**src/rtl/envelope_follower.sv**
```systemverilog
// Amplitude envelope detector: rectify, attack/release one-pole smoothing,
// and a hysteretic, hold-extended note gate derived from the envelope.
module envelope_follower #(
   parameter int DATA_WIDTH     = 32,
   parameter int ENVELOPE_WIDTH = 32,
   parameter int RATE_WIDTH     = 16
) (
   input  logic                         clk,
   input  logic                         rst,
   input  logic signed [DATA_WIDTH-1:0] audio_in,
   input  logic                         data_in_valid,
   input  logic [4:0]                   attack_shift,
   input  logic [4:0]                   release_shift,
   input  logic [ENVELOPE_WIDTH-1:0]    threshold_on,
   input  logic [ENVELOPE_WIDTH-1:0]    threshold_off,
   input  logic [RATE_WIDTH-1:0]        hold_samples,
   output logic [ENVELOPE_WIDTH-1:0]    envelope_out,
   output logic                         envelope_valid,
   output logic                         note_on,
   output logic                         note_on_pulse
);
   localparam int LEVEL_SHIFT = ENVELOPE_WIDTH - DATA_WIDTH + 1;

   typedef enum logic [1:0] {ST_IDLE, ST_ON, ST_HOLD} gate_state_t;

   // stage 1: rectified level plus the configuration captured with it
   logic                      s1_valid_reg;
   logic [ENVELOPE_WIDTH-1:0] level_reg;
   logic [4:0]                attack_reg;
   logic [4:0]                release_reg;
   logic [ENVELOPE_WIDTH-1:0] on1_reg;
   logic [ENVELOPE_WIDTH-1:0] off1_reg;
   logic [RATE_WIDTH-1:0]     hold1_reg;

   // stage 2: envelope plus gate configuration travelling with it
   logic                      env_valid_reg;
   logic [ENVELOPE_WIDTH-1:0] env_reg;
   logic [ENVELOPE_WIDTH-1:0] on2_reg;
   logic [ENVELOPE_WIDTH-1:0] off_eff2_reg;
   logic [RATE_WIDTH-1:0]     hold2_reg;

   // stage 3: gate
   gate_state_t           state_reg, state_next;
   logic [RATE_WIDTH-1:0] cnt_reg, cnt_next;
   logic                  note_on_reg, note_on_next;
   logic                  pulse_reg, pulse_next;

   logic [DATA_WIDTH-1:0]     mag;
   logic [ENVELOPE_WIDTH-1:0] level_next;
   logic signed [ENVELOPE_WIDTH:0] diff;
   logic signed [ENVELOPE_WIDTH:0] step;
   logic signed [ENVELOPE_WIDTH:0] sum;
   logic [ENVELOPE_WIDTH-1:0] env_next;

   // the most negative sample has no positive counterpart, so it saturates
   always_comb begin
      mag = audio_in;
      if (audio_in[DATA_WIDTH-1]) begin
         if (audio_in == {1'b1, {(DATA_WIDTH-1){1'b0}}})
            mag = {1'b0, {(DATA_WIDTH-1){1'b1}}};
         else
            mag = DATA_WIDTH'(-audio_in);
      end
      level_next = {mag[DATA_WIDTH-2:0], {LEVEL_SHIFT{1'b0}}};
   end

   always_ff @(posedge clk) begin
      if (rst) begin
         s1_valid_reg <= 1'b0;
         level_reg    <= '0;
         attack_reg   <= '0;
         release_reg  <= '0;
         on1_reg      <= '0;
         off1_reg     <= '0;
         hold1_reg    <= '0;
      end else begin
         s1_valid_reg <= data_in_valid;
         if (data_in_valid) begin
            level_reg   <= level_next;
            attack_reg  <= attack_shift;
            release_reg <= release_shift;
            on1_reg     <= threshold_on;
            off1_reg    <= threshold_off;
            hold1_reg   <= hold_samples;
         end
      end
   end

   // |step| <= |diff| keeps env between its old value and level, so no clamp
   always_comb begin
      diff = $signed({1'b0, level_reg}) - $signed({1'b0, env_reg});
      if (diff > 0)
         step = diff >>> attack_reg;
      else
         step = diff >>> release_reg;
      if (diff != 0 && step == 0)
         step = diff[ENVELOPE_WIDTH] ? {(ENVELOPE_WIDTH+1){1'b1}} : (ENVELOPE_WIDTH+1)'(1);
      sum      = $signed({1'b0, env_reg}) + step;
      env_next = sum[ENVELOPE_WIDTH-1:0];
   end

   always_ff @(posedge clk) begin
      if (rst) begin
         env_valid_reg <= 1'b0;
         env_reg       <= '0;
         on2_reg       <= '0;
         off_eff2_reg  <= '0;
         hold2_reg     <= '0;
      end else begin
         env_valid_reg <= s1_valid_reg;
         if (s1_valid_reg) begin
            env_reg      <= env_next;
            on2_reg      <= on1_reg;
            off_eff2_reg <= (off1_reg < on1_reg) ? off1_reg : on1_reg;
            hold2_reg    <= hold1_reg;
         end
      end
   end

   always_comb begin
      state_next = state_reg;
      cnt_next   = cnt_reg;
      pulse_next = 1'b0;
      if (env_valid_reg) begin
         case (state_reg)
            ST_IDLE: begin
               if (env_reg >= on2_reg) begin
                  state_next = ST_ON;
                  pulse_next = 1'b1;
               end
            end
            ST_ON: begin
               if (env_reg < off_eff2_reg) begin
                  if (hold2_reg == '0) begin
                     state_next = ST_IDLE;
                  end else begin
                     state_next = ST_HOLD;
                     cnt_next   = hold2_reg - RATE_WIDTH'(1);
                  end
               end
            end
            ST_HOLD: begin
               if (env_reg >= on2_reg)
                  state_next = ST_ON;
               else if (cnt_reg == '0)
                  state_next = ST_IDLE;
               else
                  cnt_next = cnt_reg - RATE_WIDTH'(1);
            end
            default: state_next = ST_IDLE;
         endcase
      end
      note_on_next = (state_next != ST_IDLE);
   end

   always_ff @(posedge clk) begin
      if (rst) begin
         state_reg   <= ST_IDLE;
         cnt_reg     <= '0;
         note_on_reg <= 1'b0;
         pulse_reg   <= 1'b0;
      end else begin
         state_reg   <= state_next;
         cnt_reg     <= cnt_next;
         note_on_reg <= note_on_next;
         pulse_reg   <= pulse_next;
      end
   end

   assign envelope_out   = env_reg;
   assign envelope_valid = env_valid_reg;
   assign note_on        = note_on_reg;
   assign note_on_pulse  = pulse_reg;

endmodule

```
**config.mk**
```make
export PLATFORM = sky130hd
export DESIGN_NAME = envelope_follower
export DESIGN_NICKNAME = d
export VERILOG_FILES = /design/src/rtl/envelope_follower.sv
export SDC_FILE = /design/constraint.sdc
export NUM_CORES = 1
export LEC_CHECK = 0
export ABC_AREA = 1
export CAP_MARGIN = 20
export CORE_MARGIN = 10
export CORE_UTILIZATION = 35
export DETAILED_ROUTE_END_ITERATION = 12
export PLACE_DENSITY = 0.63
export SYNTH_ARGS = -nofsm -noshare
export SYNTH_HDL_FRONTEND = slang
export SYNTH_SLANG_ARGS = --single-unit
```
**constraint.sdc**
```tcl
create_clock -name clk -period 8.2 [get_ports clk]
set_clock_uncertainty 0.05 [all_clocks]
set_input_delay 1.64 -clock clk [delete_from_list [all_inputs] [get_ports clk]]
set_output_delay 1.64 -clock clk [all_outputs]
set_load 0.005 [all_outputs]
```
==> impl_results.md, run 1 <==
- Status: completed
- Number of vias per cell: 5.04
- Largest cells by area after synthesis: dfxtp_1 28%, nand2_1 12%, ha_1 11%
- Vias in the first global route: approximately 18,000
- Xor/xnor share of the synthesized area: 0.0364
- I/O Buffers: around 160
- Global Route Usage Sum: 0.179
- Gate power share: 0.567
- Mapped Area: 18,500 µm²
- Cell area after layout: around 22,000 µm²
- Placed insts: 3,688
- Top_reg_cell synth: dfxtp_1
- Max-cap violations: 0
- Post-synthesis cell count: just under 3,000
- Final WS setup: 752 ps
- Final Hold Viols: 0
- Layout fillers: ~5,700
- Dominant cell type by area after synthesis: dfxtp_1
- Largest net degree at the start of global routing: 104
- WHS: 414 ps
- Routability cong.: slightly below 1
- Min Tclk post-route: 7450 ps
- Power per Cell Area: 287 nW/µm²
- # rows: 84
- Largest family of logic cells by synthesized area: simple AND/OR/NAND/NOR gates
- Ys async rst share: 0
- Die X: 250 µm
- Critical path required time: roughly 8600 ps
- Library cells used by synthesis: 49
- WP data arrival: 7860 ps
- Total power: 6.32 mW
- Sequential share of power: 0.224
- Period utilisation layout: 0.908
- Hold path startpoint: off_eff2_reg[9]
- CTS tree: done
- Worst-path clk slew: 60 ps
- Syn avg cell area: approximately 6.4 µm²
- DRC: 0
- Type of the most critical hold path: reg -> reg
- Slew @ Worst Pin: 1010 ps
- Crit start category: flop
- Sequential element share of the synthesized area: 0.275
- Ant diodes: 0
- Cell area after placement: 21,000 µm²
- Worst Path Max Fanout: 22
- Most common cell in the netlist: nand2_1
- Starting DRT DRC Count: 1,367
- DIE AREA: 62,600 µm²
- P_leak: 10.6 nW
- Cts bufs inserted: 30
- Worst setup path start: envelope_out[1]
- Router iterations before antenna repair: 5
- DIE HEIGHT: 250 µm
- Reg area: approximately 5100 µm²
- Non-filler cells, final: 3,744
- Clock Sinks: 255
- H-Tree Depth: 1
- Slew headroom: 0.327
- Initial antenna violation count: 0
- Worst-case clock buffer depth: 3
- Worst slack at placement: 722 ps
- TNS Setup: 0 ps
- Net switching power: 2.89 mW
- Post-DP HPWL: 45.6 mm
- Synthesized flop and latch total: ~260
- Power share of the clock group: 0.209
- Initial Utilization: 0.353
- DRT Wirelength: 58.6 mm
- CTS root buffer: clkbuf_16
- Core area: between 50,000 and 60,000 µm²
- Post-CTS Setup Bufs: 0
- Critical path endpoint category: flop
- Multiplexer fraction of the synthesized cell area: 0.000540
- Area of the multi-input gates: 11,300 µm²
- Layout cells sized above 1: 0.0543
- First-pass GRT wire length: about 93 mm
- Slowest-stage cell, CP: fa_1
- VDD IR max: 0.000185 V
- Synth top cells by count: 589 x nand2_1, 418 x inv_1, 291 x a21oi_1
- Yosys top cell area share: 0.275
- CTS Hold Bufs: 0
- Achievable Freq: roughly 130 MHz
- RSZ-0062 raised after global routing: false
- GRT Residual Overflow: 0
- Post-synth EDFFs: 0
- Switching Share: 0.458
- Area grow syn2layout: 18.6%
- Routed vias: roughly 19,000
- I/O pins: 160
- Fin util: 0.418
- Wire per inst: 15.6 µm
- Mapped Nets: 3,191
- CP max stage delay: 530 ps
- Worst-skew pair later-pin latency: 570 ps
- Most frequent CP cell: nand3_1
- YS warnings: 0
- Compound-Gate Fraction of Synth Area: 0.179
- Setup CP Type: reg -> reg
- Int Pwr: 3.42 mW
- # resized after CTS: 0
- Final Max Tran Viols: 0
- Endpoints failing setup: 0
- FF-to-FF Start: envelope_out[1]
- Adder-cell share of the synthesized area: 0.112
- Post-DRT Antenna Nets: 0
- Worst reg2reg path depth: 50
- Total Nets Final: 3,324
- Simple-Gate Fraction of Synth Area: 0.281
- Hold Path Cell Cnt: 2
[final cells by class]
type | count | share of cell area
timing repair buffer | 221 | 0.0947
multi-input combinational | 2091 | 0.515
inverter | 435 | 0.0747
clock buffer | 43 | 0.0401
clock inverter | 11 | 0.00438
sequential | 255 | 0.232
tap | 688 | 0.0391
[metal layers]
metal,vias up,global-route usage,share of wire
li1,9759,-,-
met1,8529,0.233,0.46
met2,480,0.288,0.44
met3,107,0.0342,0.063
met4,0,0.0623,0.032
met5,-,0,0
[power groups by stage]
stage,combinational [mW],sequential (mW),clock [mW]
floorplan,2.46,1.43,0
global placement,3.52,1.44,0
global route,4.03,1.43,1.40
CTS,3.53,1.41,1.36
detailed placement,3.51,1.44,0
finish,3.58,1.41,1.32
[cell families (layout without fill, tap and decap cells)]
logic type	Yosys count	in the layout
multiplexers	1	1
AND/OR/NAND/NOR	1217	1217
flip-flops	255	255
adder cells (fa/ha/maj)	165	165
XOR/XNOR	77	77
AO/OA/AOI/OAI	631	631
buffers and inverters	555	710
[worst paths after layout]
check | endpoint | slack, ps
min | off_eff2_reg[9] | 410
max | envelope_out[26] | 750
max reg2reg | envelope_out[26] | 750
min reg2reg | off_eff2_reg[9] | 410
[layout by cell type (no fill, tap or decap), types with 4 or more instances in the layout]
| cell type | count |
|---|---|
| nand2_1 | 588 |
| inv_1 | 416 |
| a21oi_1 | 290 |
| o21ai_0 | 280 |
| nand3_1 | 266 |
| nor2_1 | 256 |
| dfxtp_1 | 254 |
| ha_1 | 163 |
| clkdlybuf4s50_1 | 157 |
| buf_4 | 57 |
| xor2_1 | 46 |
| nand4_1 | 31 |
| clkbuf_16 | 31 |
| xnor2_1 | 30 |
| nor3_1 | 18 |
| inv_2 | 15 |
| nor4_1 | 13 |
| o211ai_1 | 12 |
| a31oi_1 | 9 |
| nor2_2 | 8 |
| nand3b_1 | 6 |
| and2_1 | 6 |
| or2_2 | 6 |
| o221ai_1 | 6 |
| clkbuf_1 | 6 |
| clkinv_2 | 6 |
| clkbuf_8 | 6 |
| a211oi_1 | 5 |
| nand2_4 | 4 |
| inv_4 | 4 |
| o21ai_1 | 4 |
| nor3b_1 | 4 |
| a21o_1 | 4 |
| a21boi_0 | 4 |
[critical path, delay by kind of cell (launching register included)]
kind,cells,cell delay (ps)
flip-flops,1,470
XOR/XNOR,1,120
AO/OA/AOI/OAI,7,1170
adder cells (fa/ha/maj),3,1130
AND/OR/NAND/NOR,33,3440
buffers and inverters,6,930
Note: power is estimated with default switching activity, not from simulation.
==> run 2, diff against run 1 <==
CAP_MARGIN = 15   (was 20)
==> impl_results.md, run 2 (synthesis results as in run 1) <==
- Largest net degree at the start of global routing: 104 (unchanged)
- Routability cong.: 0.981 (unchanged)
- Wire per inst: 15.6 µm (about the same)
- Worst slack at placement: 722 ps (unchanged)
- Post-DP HPWL: 45.6 mm (unchanged)
- Crit start category: flop (unchanged)
- Most frequent cells in the layout: 588 x nand2_1, 416 x inv_1, 290 x a21oi_1, 280 x o21ai_0, 266 x nand3_1 (unchanged)
- Fin util: 0.418 (about the same)
- First-pass GRT wire length: 93.2 mm (unchanged)
- Hold EP: off_eff2_reg[28] (was off_eff2_reg[9])
- WP data arrival: 7850 ps (was 7860 ps)
- Global Route Usage Sum: 0.179 (unchanged)
- Period utilisation layout: 0.907 (was 0.908)
- Slowest-stage cell, CP: fa_1 (unchanged)
- Bufs and invs on worst path: 6 (unchanged)
- CTS tree: done (unchanged)
- Post-DRT Antenna Nets: 0 (unchanged)
- Most common cell after layout, fill and taps aside: nand2_1 (unchanged)
- FF-to-FF Start: envelope_out[1] (unchanged)
- TNS Setup: 0 ps (unchanged)
- Critical path endpoint category: flop (unchanged)
- Cts bufs inserted: 30 (unchanged)
- Worst R2R End: envelope_out[26] (unchanged)
- Final Max Tran Viols: 0 (unchanged)
- Achievable Freq: 134 MHz (about the same)
- Clock Sinks: 255 (unchanged)
- Initial Utilization: 0.353 (unchanged)
- # resized after CTS: 0 (unchanged)
- Router iterations before antenna repair: 8 (was 5)
- I/O Buffers: 159 (unchanged)
- Initial antenna violation count: 0 (unchanged)
- Min Tclk post-route: 7440 ps (was 7450 ps)
- CTS root buffer: clkbuf_16 (unchanged)
- Worst Path Max Fanout: 22 (unchanged)
- DRC: 0 (unchanged)
- Total power: 6.31 mW (was 6.32 mW)
- Endpoints failing setup: 0 (unchanged)
- Worst reg-to-reg setup slack: 760 ps (was 750 ps)
- DIE AREA: 62,600 µm² (unchanged)
- Type of the most critical hold path: reg -> reg (unchanged)
- RSZ-0062 raised after global routing: false (unchanged)
- Slew headroom: 0.270 (was 0.327)
- Ant diodes: 0 (unchanged)
- Area grow syn2layout: 18.5% (was 18.6%)
- # rows: 84 (unchanged)
- Hold path startpoint: off_eff2_reg[28] (was off_eff2_reg[9])
- Setup CP Type: reg -> reg (unchanged)
- Max-cap violations: 0 (unchanged)
- Die X: 250 µm (unchanged)
- Layout fillers: 5,695 (was 5,693)
- Critical path required time: 8620 ps (about the same)
- Final WS setup: 763 ps (was 752 ps)
- Most frequent CP cell: nand3_1 (unchanged)
- Worst reg2reg path depth: 50 (unchanged)
- Total Nets Final: 3,323 (was 3,324)
- Kind of cell adding the most delay to the critical path: simple AND/OR/NAND/NOR gates (unchanged)
- Final Hold Viols: 0 (unchanged)
- CP max stage delay: 530 ps (about the same)
- Worst-skew pair later-pin latency: 580 ps (was 570 ps)
- Number of vias per cell: 5.04 (about the same)
- Area of the multi-input gates: 11,300 µm² (unchanged)
- Routed vias: 18,900 (about the same)
- CTS Hold Bufs: 0 (unchanged)
- VDD IR max: 0.000185 V (about the same)
- Power per Cell Area: 287 nW/µm² (about the same)
- I/O pins: 160 (unchanged)
- Hold Path Cell Cnt: 2 (unchanged)
- WP depth: 50 (unchanged)
- Starting DRT DRC Count: 1,392 (was 1,367)
- Worst-path clk slew: 60 ps (about the same)
- P_leak: 10.6 nW (about the same)
- Worst-case clock buffer depth: 3 (unchanged)
- Post-CTS Setup Bufs: 0 (unchanged)
- DIE HEIGHT: 250 µm (unchanged)
- Slew @ Worst Pin: 1090 ps (was 1010 ps)
- GRT Residual Overflow: 0 (unchanged)
- Vias in the first global route: 17,900 (unchanged)
- DRT Wirelength: 58.5 mm (was 58.6 mm)
- Reg area: 5110 µm² (unchanged)
- Layout cells sized above 1: 0.0540 (was 0.0543)
- Status: completed (unchanged)
- Core area: 52,600 µm² (unchanged)
- H-Tree Depth: 1 (unchanged)
[run 2: changes by cell type in the layout (fill, tap and decap cells not counted), sizes merged]
cell and delta:
buf -1
[run 2: power breakdown]
part / internal, mW / total (mW) / switching [mW]
logic: 1.30 / 3.57 / 2.27
registers: 1.34 / 1.41 / 0.0688
clock network: 0.776 / 1.32 / 0.547
[run 2: through the flow]
step,hold slack [ps],std cells,instance area [µm²]
2_1_floorplan,384,2901,18500
3_3_place_gp,403,3688,21000
3_5_place_dp,405,3688,21000
4_1_cts,414,3742,21900
5_1_grt,427,3743,22000
6_report,415,3743,22000
[run 2: final cells by class]
| cell class | instances | share of cell area |
|---|---|---|
| clock buffer | 43 | 0.0401 |
| sequential | 255 | 0.232 |
| multi-input combinational | 2091 | 0.515 |
| timing repair buffer | 220 | 0.0939 |
| clock inverter | 11 | 0.00439 |
| inverter | 435 | 0.0748 |
| tap | 688 | 0.0392 |
[run 2: how the worst max path moves through the flow]
stage,startpoint,to,slack [ps]
4_1_cts,envelope_out[1],envelope_out[26],690
2_1_floorplan,envelope_out[1],envelope_out[30],1900
5_1_grt,envelope_out[8],envelope_out[28],10
3_5_place_dp,envelope_out[5],envelope_out[26],720
3_3_place_gp,envelope_out[8],envelope_out[26],770
6_report,envelope_out[1],envelope_out[26],760
[run 2: worst register-to-register path, delay by kind of cell (launching register included)]
family                   cells  cell delay, ps
buffers and inverters        6             930
AO/OA/AOI/OAI                7            1170
XOR/XNOR                     1             130
AND/OR/NAND/NOR             33            3450
flip-flops                   1             470
adder cells (fa/ha/maj)      3            1130
[run 2: layer usage]
metal | up-vias | track usage | wire length (µm)
met5 | - | 0 | 0
met4 | 0 | 0.0623 | 1880
li1 | 9755 | - | -
met1 | 8509 | 0.233 | 27000
met2 | 484 | 0.288 | 25900
met3 | 105 | 0.0342 | 3760
==> run 3, diff against run 2 <==
ABC_CLOCK_PERIOD_IN_PS = 8200   (was not set)
==> results of run 3 <==
Final layout, timing and power as in run 2 (identical DEF).
